[src/rtl/psum_spad_accum.sv]
// Partial-sum scratchpad for one PE: a two-stage read-modify-write accumulate pipeline
// feeding a small register file, drained in address order over a valid/ready stream.
module psum_spad_accum #(
   parameter int PROD_WIDTH = 16,
   parameter int PSUM_WIDTH = 20,
   parameter int ADDR_WIDTH = 2
) (
   input  logic                  clk,
   input  logic                  rstn,
   input  logic                  clear,
   input  logic                  prod_valid,
   output logic                  prod_ready,
   input  logic [PROD_WIDTH-1:0] prod_data,
   input  logic [ADDR_WIDTH-1:0] prod_addr,
   input  logic                  prod_first,
   input  logic                  drain_start,
   input  logic [ADDR_WIDTH:0]   num_psum,
   output logic                  psum_out_valid,
   input  logic                  psum_out_ready,
   output logic [PSUM_WIDTH-1:0] psum_out_data,
   output logic                  psum_out_last,
   output logic                  busy
);

   localparam int DEPTH = 1 << ADDR_WIDTH;
   localparam logic [ADDR_WIDTH:0]   DEPTH_W = (ADDR_WIDTH+1)'(DEPTH);
   localparam logic [ADDR_WIDTH:0]   ONE_W   = (ADDR_WIDTH+1)'(1);
   localparam logic [ADDR_WIDTH-1:0] ONE_A   = ADDR_WIDTH'(1);

   typedef enum logic [1:0] {
      ACCUM = 2'd0,
      FLUSH = 2'd1,
      DRAIN = 2'd2
   } state_t;

   state_t                state;
   logic [PSUM_WIDTH-1:0] entry [DEPTH];

   logic                  s1_valid;
   logic                  s1_first;
   logic [ADDR_WIDTH-1:0] s1_addr;
   logic [PSUM_WIDTH-1:0] s1_prod;

   logic                  s2_valid;
   logic                  s2_first;
   logic [ADDR_WIDTH-1:0] s2_addr;
   logic [PSUM_WIDTH-1:0] s2_prod;
   logic [PSUM_WIDTH-1:0] s2_operand;

   logic [ADDR_WIDTH-1:0] idx;
   logic [ADDR_WIDTH:0]   num_lat;

   logic                  accept;
   logic                  handshake;
   logic                  is_last;
   logic [PSUM_WIDTH-1:0] prod_ext;
   logic [PSUM_WIDTH-1:0] s1_operand;
   logic [PSUM_WIDTH-1:0] s2_result;
   logic [ADDR_WIDTH:0]   num_clamped;

   assign prod_ready     = (state == ACCUM) && !clear;
   assign accept         = prod_valid && prod_ready;
   assign psum_out_valid = (state == DRAIN) && !clear;
   assign handshake      = psum_out_valid && psum_out_ready;
   assign is_last        = (({1'b0, idx} + ONE_W) == num_lat);
   assign psum_out_last  = psum_out_valid && is_last;
   assign psum_out_data  = psum_out_valid ? entry[idx] : '0;
   assign busy           = (state != ACCUM) || s1_valid || s2_valid;

   assign prod_ext    = PSUM_WIDTH'($signed(prod_data));
   assign num_clamped = (num_psum > DEPTH_W) ? DEPTH_W : num_psum;

   // The entry S2 is about to write is still stale in the register file, so forward it.
   assign s1_operand = (s2_valid && (s2_addr == s1_addr)) ? s2_result : entry[s1_addr];
   assign s2_result  = (s2_first ? '0 : s2_operand) + s2_prod;

   always_ff @(posedge clk or negedge rstn) begin
      if (!rstn) begin
         s1_valid   <= 1'b0;
         s1_first   <= 1'b0;
         s1_addr    <= '0;
         s1_prod    <= '0;
         s2_valid   <= 1'b0;
         s2_first   <= 1'b0;
         s2_addr    <= '0;
         s2_prod    <= '0;
         s2_operand <= '0;
      end else if (clear) begin
         s1_valid <= 1'b0;
         s2_valid <= 1'b0;
      end else begin
         s1_valid <= accept;
         if (accept) begin
            s1_first <= prod_first;
            s1_addr  <= prod_addr;
            s1_prod  <= prod_ext;
         end
         s2_valid <= s1_valid;
         if (s1_valid) begin
            s2_first   <= s1_first;
            s2_addr    <= s1_addr;
            s2_prod    <= s1_prod;
            s2_operand <= s1_operand;
         end
      end
   end

   // Pipeline writes and drain zeroing never coincide: draining waits for an empty pipeline.
   always_ff @(posedge clk or negedge rstn) begin
      if (!rstn) begin
         for (int i = 0; i < DEPTH; i++) entry[i] <= '0;
      end else if (clear) begin
         for (int i = 0; i < DEPTH; i++) entry[i] <= '0;
      end else begin
         if (s2_valid) entry[s2_addr] <= s2_result;
         if (handshake) entry[idx] <= '0;
      end
   end

   always_ff @(posedge clk or negedge rstn) begin
      if (!rstn) begin
         state   <= ACCUM;
         idx     <= '0;
         num_lat <= '0;
      end else if (clear) begin
         state <= ACCUM;
         idx   <= '0;
      end else begin
         case (state)
            ACCUM: begin
               if (drain_start) begin
                  state   <= FLUSH;
                  idx     <= '0;
                  num_lat <= num_clamped;
               end
            end
            FLUSH: begin
               if (!s1_valid && !s2_valid) begin
                  state <= (num_lat == '0) ? ACCUM : DRAIN;
               end
            end
            DRAIN: begin
               if (handshake) begin
                  idx <= idx + ONE_A;
                  if (is_last) state <= ACCUM;
               end
            end
            default: state <= ACCUM;
         endcase
      end
   end

endmodule

[config.mk]
export PLATFORM = sky130hd
export DESIGN_NAME = psum_spad_accum
export DESIGN_NICKNAME = d
export VERILOG_FILES = /design/src/rtl/psum_spad_accum.sv
export SDC_FILE = /design/constraint.sdc
export NUM_CORES = 1
export LEC_CHECK = 0
export BUFFER_PORTS_ARGS = -buffer_cell sky130_fd_sc_hd__buf_2
export CAP_MARGIN = 0
export CORE_ASPECT_RATIO = 1.25
export CORE_MARGIN = 3
export CORE_UTILIZATION = 25
export CTS_CLUSTER_SIZE = 10
export DETAILED_ROUTE_END_ITERATION = 12
export PLACE_DENSITY = 0.5
export REMOVE_ABC_BUFFERS = 1
export SYNTH_ARGS = -nofsm -noshare
export SYNTH_HDL_FRONTEND = slang
export SYNTH_SLANG_ARGS = --single-unit
[constraint.sdc]
create_clock -name clk -period 3.9 [get_ports clk]
set_input_delay 0.585 -clock clk [delete_from_list [all_inputs] [get_ports clk]]
set_output_delay 0.585 -clock clk [all_outputs]
set_load 0.01 [all_outputs]
### After elaboration in Yosys (flattened, before gate mapping)

Index checks and enable logic that the tools add are counted.

* $add $sub $neg: 3
* bitwise logic cells: 6
* magnitude comparators: 6
* reduce and logical (&&, ||, !) cells: 23
* equality and inequality tests: 8
* muxes and demuxes: 32

Operator list (count)
* $mux 80: 4
* $mux 20: 9
* $and 80x80->80: 1
* $bmux 20 s2: 2
* $bwmux 80: 1
* $demux 20 s2: 2
* $not 80->80: 1
* $add 20x20->20: 1
* $mux 2: 9
* $ne 3x3->1 const B: 4
* $ge 3x3->1 const B: 3
* $logic_and 1x1->1: 9
* $not 2->3: 3
* $lt 3x1->1 const B: 2
* $pmux 2 s3: 1
* $reduce_and 3->1: 2
* $pmux 2 s2: 1
* $reduce_and 2->1: 2
* $reduce_and 4->1: 1
* $add 2x1->3 const B: 1
* $eq 3x3->1: 1
* $gt 3x3->1 const B: 1
* $logic_not 1->1: 3
* $logic_not 3->1: 1
* 11 further kinds: 13

* input bits: 28
* logic and storage cells: 94
* output and inout bits: 24
* register bits after elaboration: 147

### Logic depth before layout (Yosys ltp)

* depth after elaboration: 11
* mapped depth: 10

### Worst setup path before layout

Ideal clock, no wire load.

* path kind: reg-to-reg
* from: reg s2_first
* to: reg s2_operand[18]
* data required time: 3.767 ns
* data arrival time: 2.648 ns
* setup time: 0.133 ns
* cell stages (with the launch flop): 11
* setup slack: 1.120 ns
* buffers on the path: 1
* cell sequence: dfrtp_1 > clkbuf_1 > nor2b_1 > ha_1 > fa_1 > a21o_1 > a221oi_4 > nor3_1 > nor2_1 > mux2i_1 > o21ai_1

* longest elaborated chain between the ends: 3

RTL lines
* start, declared: RTL line 45 `logic s2_first;`
* start signal, assigned: RTL line 100 `s2_first <= s1_first;`
* $mux 20: RTL line 75 `assign s2_result = (s2_first ? '0 : s2_operand) + s2_prod;`
* $add 20x20->20: RTL line 75
* $mux 20: RTL line 74 `assign s1_operand = (s2_valid && (s2_addr == s1_addr)) ? s2_result : entry[s1_addr];`
* end signal, assigned: RTL line 103 `s2_operand <= s1_operand;`
* end, declared: RTL line 48 `logic [PSUM_WIDTH-1:0] s2_operand;`

Every way passes these cells.
A chain may end at the register's enable or synchronous reset.

### Worst setup path in the final report

* from: reg s2_first
* to: reg s2_operand[19]

The elaborated chain is that of the path after synthesis.

==> metrics.log <==
[metrics] result of the run: complete, no violations
[metrics] number of top-level design ports: 52
[metrics] number of cells in the design after placement: 1,398
[metrics] wire length on met2: 14,030 µm
[metrics] final hold violation count: 0
[metrics] maximum fanout count along the critical path: 17
[metrics] post-synthesis share of cell area spent on full adders, half adders and majority gates: 3.513%
[metrics] crit share post-route: 86.11%
[metrics] critical path's slowest cell: dfrtp_1
[metrics] Met3 Routed Length: 1038 µm
[metrics] last weighted congestion value of the routability-driven placer: 0.8372
[metrics] Initial Util: 25.38%
[metrics] Hold Crit Class: in -> async
[metrics] # nets final: 1,001
[metrics] top_reg_cell synth: dfrtp_1
[metrics] core area: 34,520 µm²
[metrics] Max VDD drop: 292.5 µV
[metrics] sequential area share after synthesis: 41.99%
[metrics] antenna violations before repair: 0
[metrics] post-CTS setup repair buffer count: 0
[metrics] largest net degree at the start of global routing: 71
[metrics] peak per-stage delay on the critical path: 0.74 ns
[metrics] main combinational cell family by area after synthesis: simple AND/OR/NAND/NOR gates
[metrics] iteration-0 DRC count of the detailed router: 440
[metrics] hold buffers post-CTS: 0
[metrics] CTS root buffer: clkbuf_16
[metrics] wire length of the first global-routing pass: 43,180 µm
[metrics] post-route antenna net violation count: 0
[metrics] max-slew violation count: 0
[metrics] Max Cap Viol: 0
[metrics] final worst slack: 0.5417 ns
[metrics] critical path class: reg -> reg
[metrics] share of synthesized area spent on multiplexers: 13.20%
[metrics] detailed-route wire length: 27,620 µm
[metrics] number of setup violations in the final report: 0
[metrics] half-perimeter wire length after placement: 18,830 µm
[metrics] type of element launching the critical path: flip-flop
[metrics] non-filler instance count after layout: 1,429
[metrics] Clock Pin Slew Worst Setup and Hold Paths: 0.06 ns
[metrics] kind of end point of the critical path: flip-flop
[metrics] fill cell instance count of the final layout: 3,615
[metrics] area added between synthesis and finish: 15.72%
[metrics] Simple-Gate Fraction of Synth Area: 21.41%
[metrics] htree depth: 4
[metrics] share of the synthesized area in compound gates (AO/OA/AOI/OAI): 14.67%
[metrics] Data arrival, critical path: 3.66 ns
[metrics] DRT Pass-1 Iters: 5
[metrics] unrepaired setup endpoints after global routing: false
[metrics] # clock sinks: 147
[metrics] average routed wire per standard cell: 19.33 µm
[metrics] DRC errors left: 0
[metrics] actual slew at the worst max-slew pin: 0.9874 ns
[metrics] Finished Cell Area: 10,140 µm²
[metrics] synthesized-area fraction occupied by xor and xnor cells: 1.300%
[metrics] clock latency on the worst-skew pair: 0.44 ns
[metrics] count of cell types in the netlist: 71
[metrics] DR vias: 7,187
[metrics] proportion of synthesized flip-flops having asynchronous set or reset: 100.0%
[metrics] number of flip-flops and latches in the synthesized netlist: 147
[metrics] port buffer count: 51
[metrics] Post-Synthesis Cells: 923
[metrics] Cell Rows: 76
[metrics] average instance area after synthesis: 9.492 µm²
[metrics] cell-by-cell trace of the critical path: nor2b_1 > ha_1 > and2_0 > and3_1 > a21boi_0 > o211ai_1 > a211oi_2 > o21ai_0
[metrics] top layer in use: met4
[metrics] height of the die: 215.3 µm
[metrics] Cell Pwr Density: 580.1 nW/µm²
[metrics] Die ar.: 37,340 µm²
[metrics] Max-Slew Margin vs Limit: 34.17%
[metrics] clock period minus final worst setup slack: 3.358 ns
[metrics] family with the most delay on the worst path: compound AO/OA/AOI/OAI gates
[metrics] maximum clock rate: 0.2978 GHz
[metrics] summed instance area of the synthesized netlist: 8761 µm²
[metrics] sum of routed wire segments on met1: 11,790 µm
[metrics] via count of the first global-routing pass: 7,321
[metrics] leakage power total: 0.004356 µW
[metrics] share of cells above drive strength 1: 20.50%
[metrics] n_diodes: 0
[metrics] clock skew after layout: 0.01074 ns
[metrics] clock tree from TritonCTS: built
[metrics] data required time at the worst endpoint: 4.20 ns
[metrics] cts repair resizes: 0
[metrics] final core occ: 29.37%
[metrics] number of buffers and inverters on the critical path: 0
[metrics] global-route usage over all layers: 14.89%
[metrics] total number of yosys warnings: 0
[metrics] setup tns final: 0 ns
[metrics] grt ovf: 0
[metrics] Longest Clk Path Bufs: 2
[metrics] number of buffers created by CTS: 17
[metrics] placed cell areas: 9535 µm²
[metrics] number of enable flip-flop cells after synthesis: 0
[metrics] die extent in x: 173.4 µm
[metrics] via count normalized by instance count: 5.029
[metrics] worst slack, placed: 0.6013 ns
-- worst reg2reg max path, cell delays in order, from the launching register on --
cell and delay [ns]:
dfrtp_1 0.74, nor2b_1 0.12, ha_1 0.51, and2_0 0.36, and3_1 0.23, a21boi_0 0.52, o211ai_1 0.21, a211oi_2 0.40
o21ai_0 0.15
-- cell families (layout without fill, tap and decap cells) --
logic type / after synthesis / count (layout)
and+or+nand+nor: 395 / 395
muxes: 63 / 63
buffers and inverters: 85 / 123
adders and majority gates: 24 / 24
DFF: 147 / 147
xor gates and xnor gates: 13 / 13
AOI/OAI and AO/OA: 196 / 196
-- registers in the layout (all words and copies together) (netlist names) --
name	flops
s1_prod	16
s2_valid	1
s1_first	1
s2_first	1
idx	2
entry	80
s2_operand	20
state	2
s1_valid	1
num_lat	3
s1_addr	2
s2_prod	16
s2_addr	2
-- through the flow --
| stage | total power (µW) | hold slack (ns) |
|---|---|---|
| finish | 5882 | 0.1498 |
| global route | 6248 | 0.2067 |
| CTS | 5925 | 0.1810 |
| detailed placement | 4188 | 0.4557 |
| global placement | 4176 | 0.4494 |
| floorplan | 3484 | 0.2894 |
-- Yosys cell counts (all sizes together) (12+ instances only) --
cell type | instances | area [µm²]
o21ai | 29 | 148.9
a31oi | 17 | 121.4
nor2 | 33 | 123.9
a21oi | 90 | 461.7
ha | 23 | 287.8
and3 | 33 | 206.5
nor3 | 12 | 60.06
nand3 | 51 | 260.3
mux2 | 20 | 225.2
nor2b | 24 | 150.1
mux4 | 40 | 900.9
dfrtp | 147 | 3679
buf | 23 | 111.4
clkbuf | 51 | 191.4
nand2 | 192 | 720.7
-- routing by layer --
metal	global-route usage [%]	up-vias
met3	2.298	49
met5	0	-
met1	18.36	3594
met2	25.96	170
met4	6.030	0
li1	-	3374
-- layout by cell type (no fill, tap or decap), types with 4 or more instances in the layout --
master | Yosys | layout
nand2_1 | 192 | 192
dfrtp_1 | 147 | 147
a21oi_1 | 87 | 87
nand3_1 | 50 | 50
buf_2 | 14 | 50
mux4_2 | 40 | 40
and3_1 | 33 | 33
nor2_1 | 33 | 33
buf_4 | 2 | 30
o21ai_0 | 25 | 25
nor2b_1 | 24 | 24
ha_1 | 23 | 23
mux2_2 | 20 | 20
clkbuf_16 | 0 | 17
a31oi_1 | 16 | 16
nor3_1 | 12 | 12
inv_1 | 10 | 10
xnor2_1 | 8 | 8
or3_1 | 8 | 8
nand4_1 | 8 | 8
a211oi_1 | 7 | 7
a21o_1 | 7 | 7
nand2b_1 | 6 | 6
or4_1 | 6 | 6
xor2_1 | 5 | 5
o31ai_1 | 5 | 5
nor4b_1 | 5 | 5
a31o_2 | 5 | 5
a311o_1 | 4 | 4
-- path summary, 6_finish.rpt --
| check | from | end | slack [ns] | cells after the start |
|---|---|---|---|---|
| worst max-delay path | s2_first$_DFFE_PN0P_ | s2_operand[19]$_DFFE_PN0P_ | 0.54 | 8 |
| worst min-delay path | rstn | entry[60]$_DFF_PN0_ | 0.15 | 1 |
| worst max register to register | s2_first$_DFFE_PN0P_ | s2_operand[19]$_DFFE_PN0P_ | 0.54 | 8 |
| worst min register to register | s1_prod[3]$_DFFE_PN0P_ | s2_prod[3]$_DFFE_PN0P_ | 0.46 | 2 |
| max in group asynchronous | rstn | s2_prod[14]$_DFFE_PN0P_ | 2.86 | 2 |
| min in group clk | prod_addr[0] | s1_addr[0]$_DFFE_PN0P_ | 0.38 | 2 |
-- where the power goes --
group / switching, µW / internal (µW) / leakage (µW)
clock network: 651 / 1050 / 0.000294
logic: 1420 / 795 / 0.00212
registers: 204 / 1760 / 0.00195
total: 2270 / 3610 / 0.00436
-- cell type report --
class,instances,area (µm²),area share (%)
clock buffers,23,478.0,4.714
clock inverters,8,125.1,1.234
inverters,11,41.29,0.4073
multi-input cells,691,4743,46.79
flip-flops and latches,147,3679,36.28
well taps,468,585.6,5.776
repair buffers,81,486.7,4.801
Note: power is estimated with default switching activity, not from simulation.
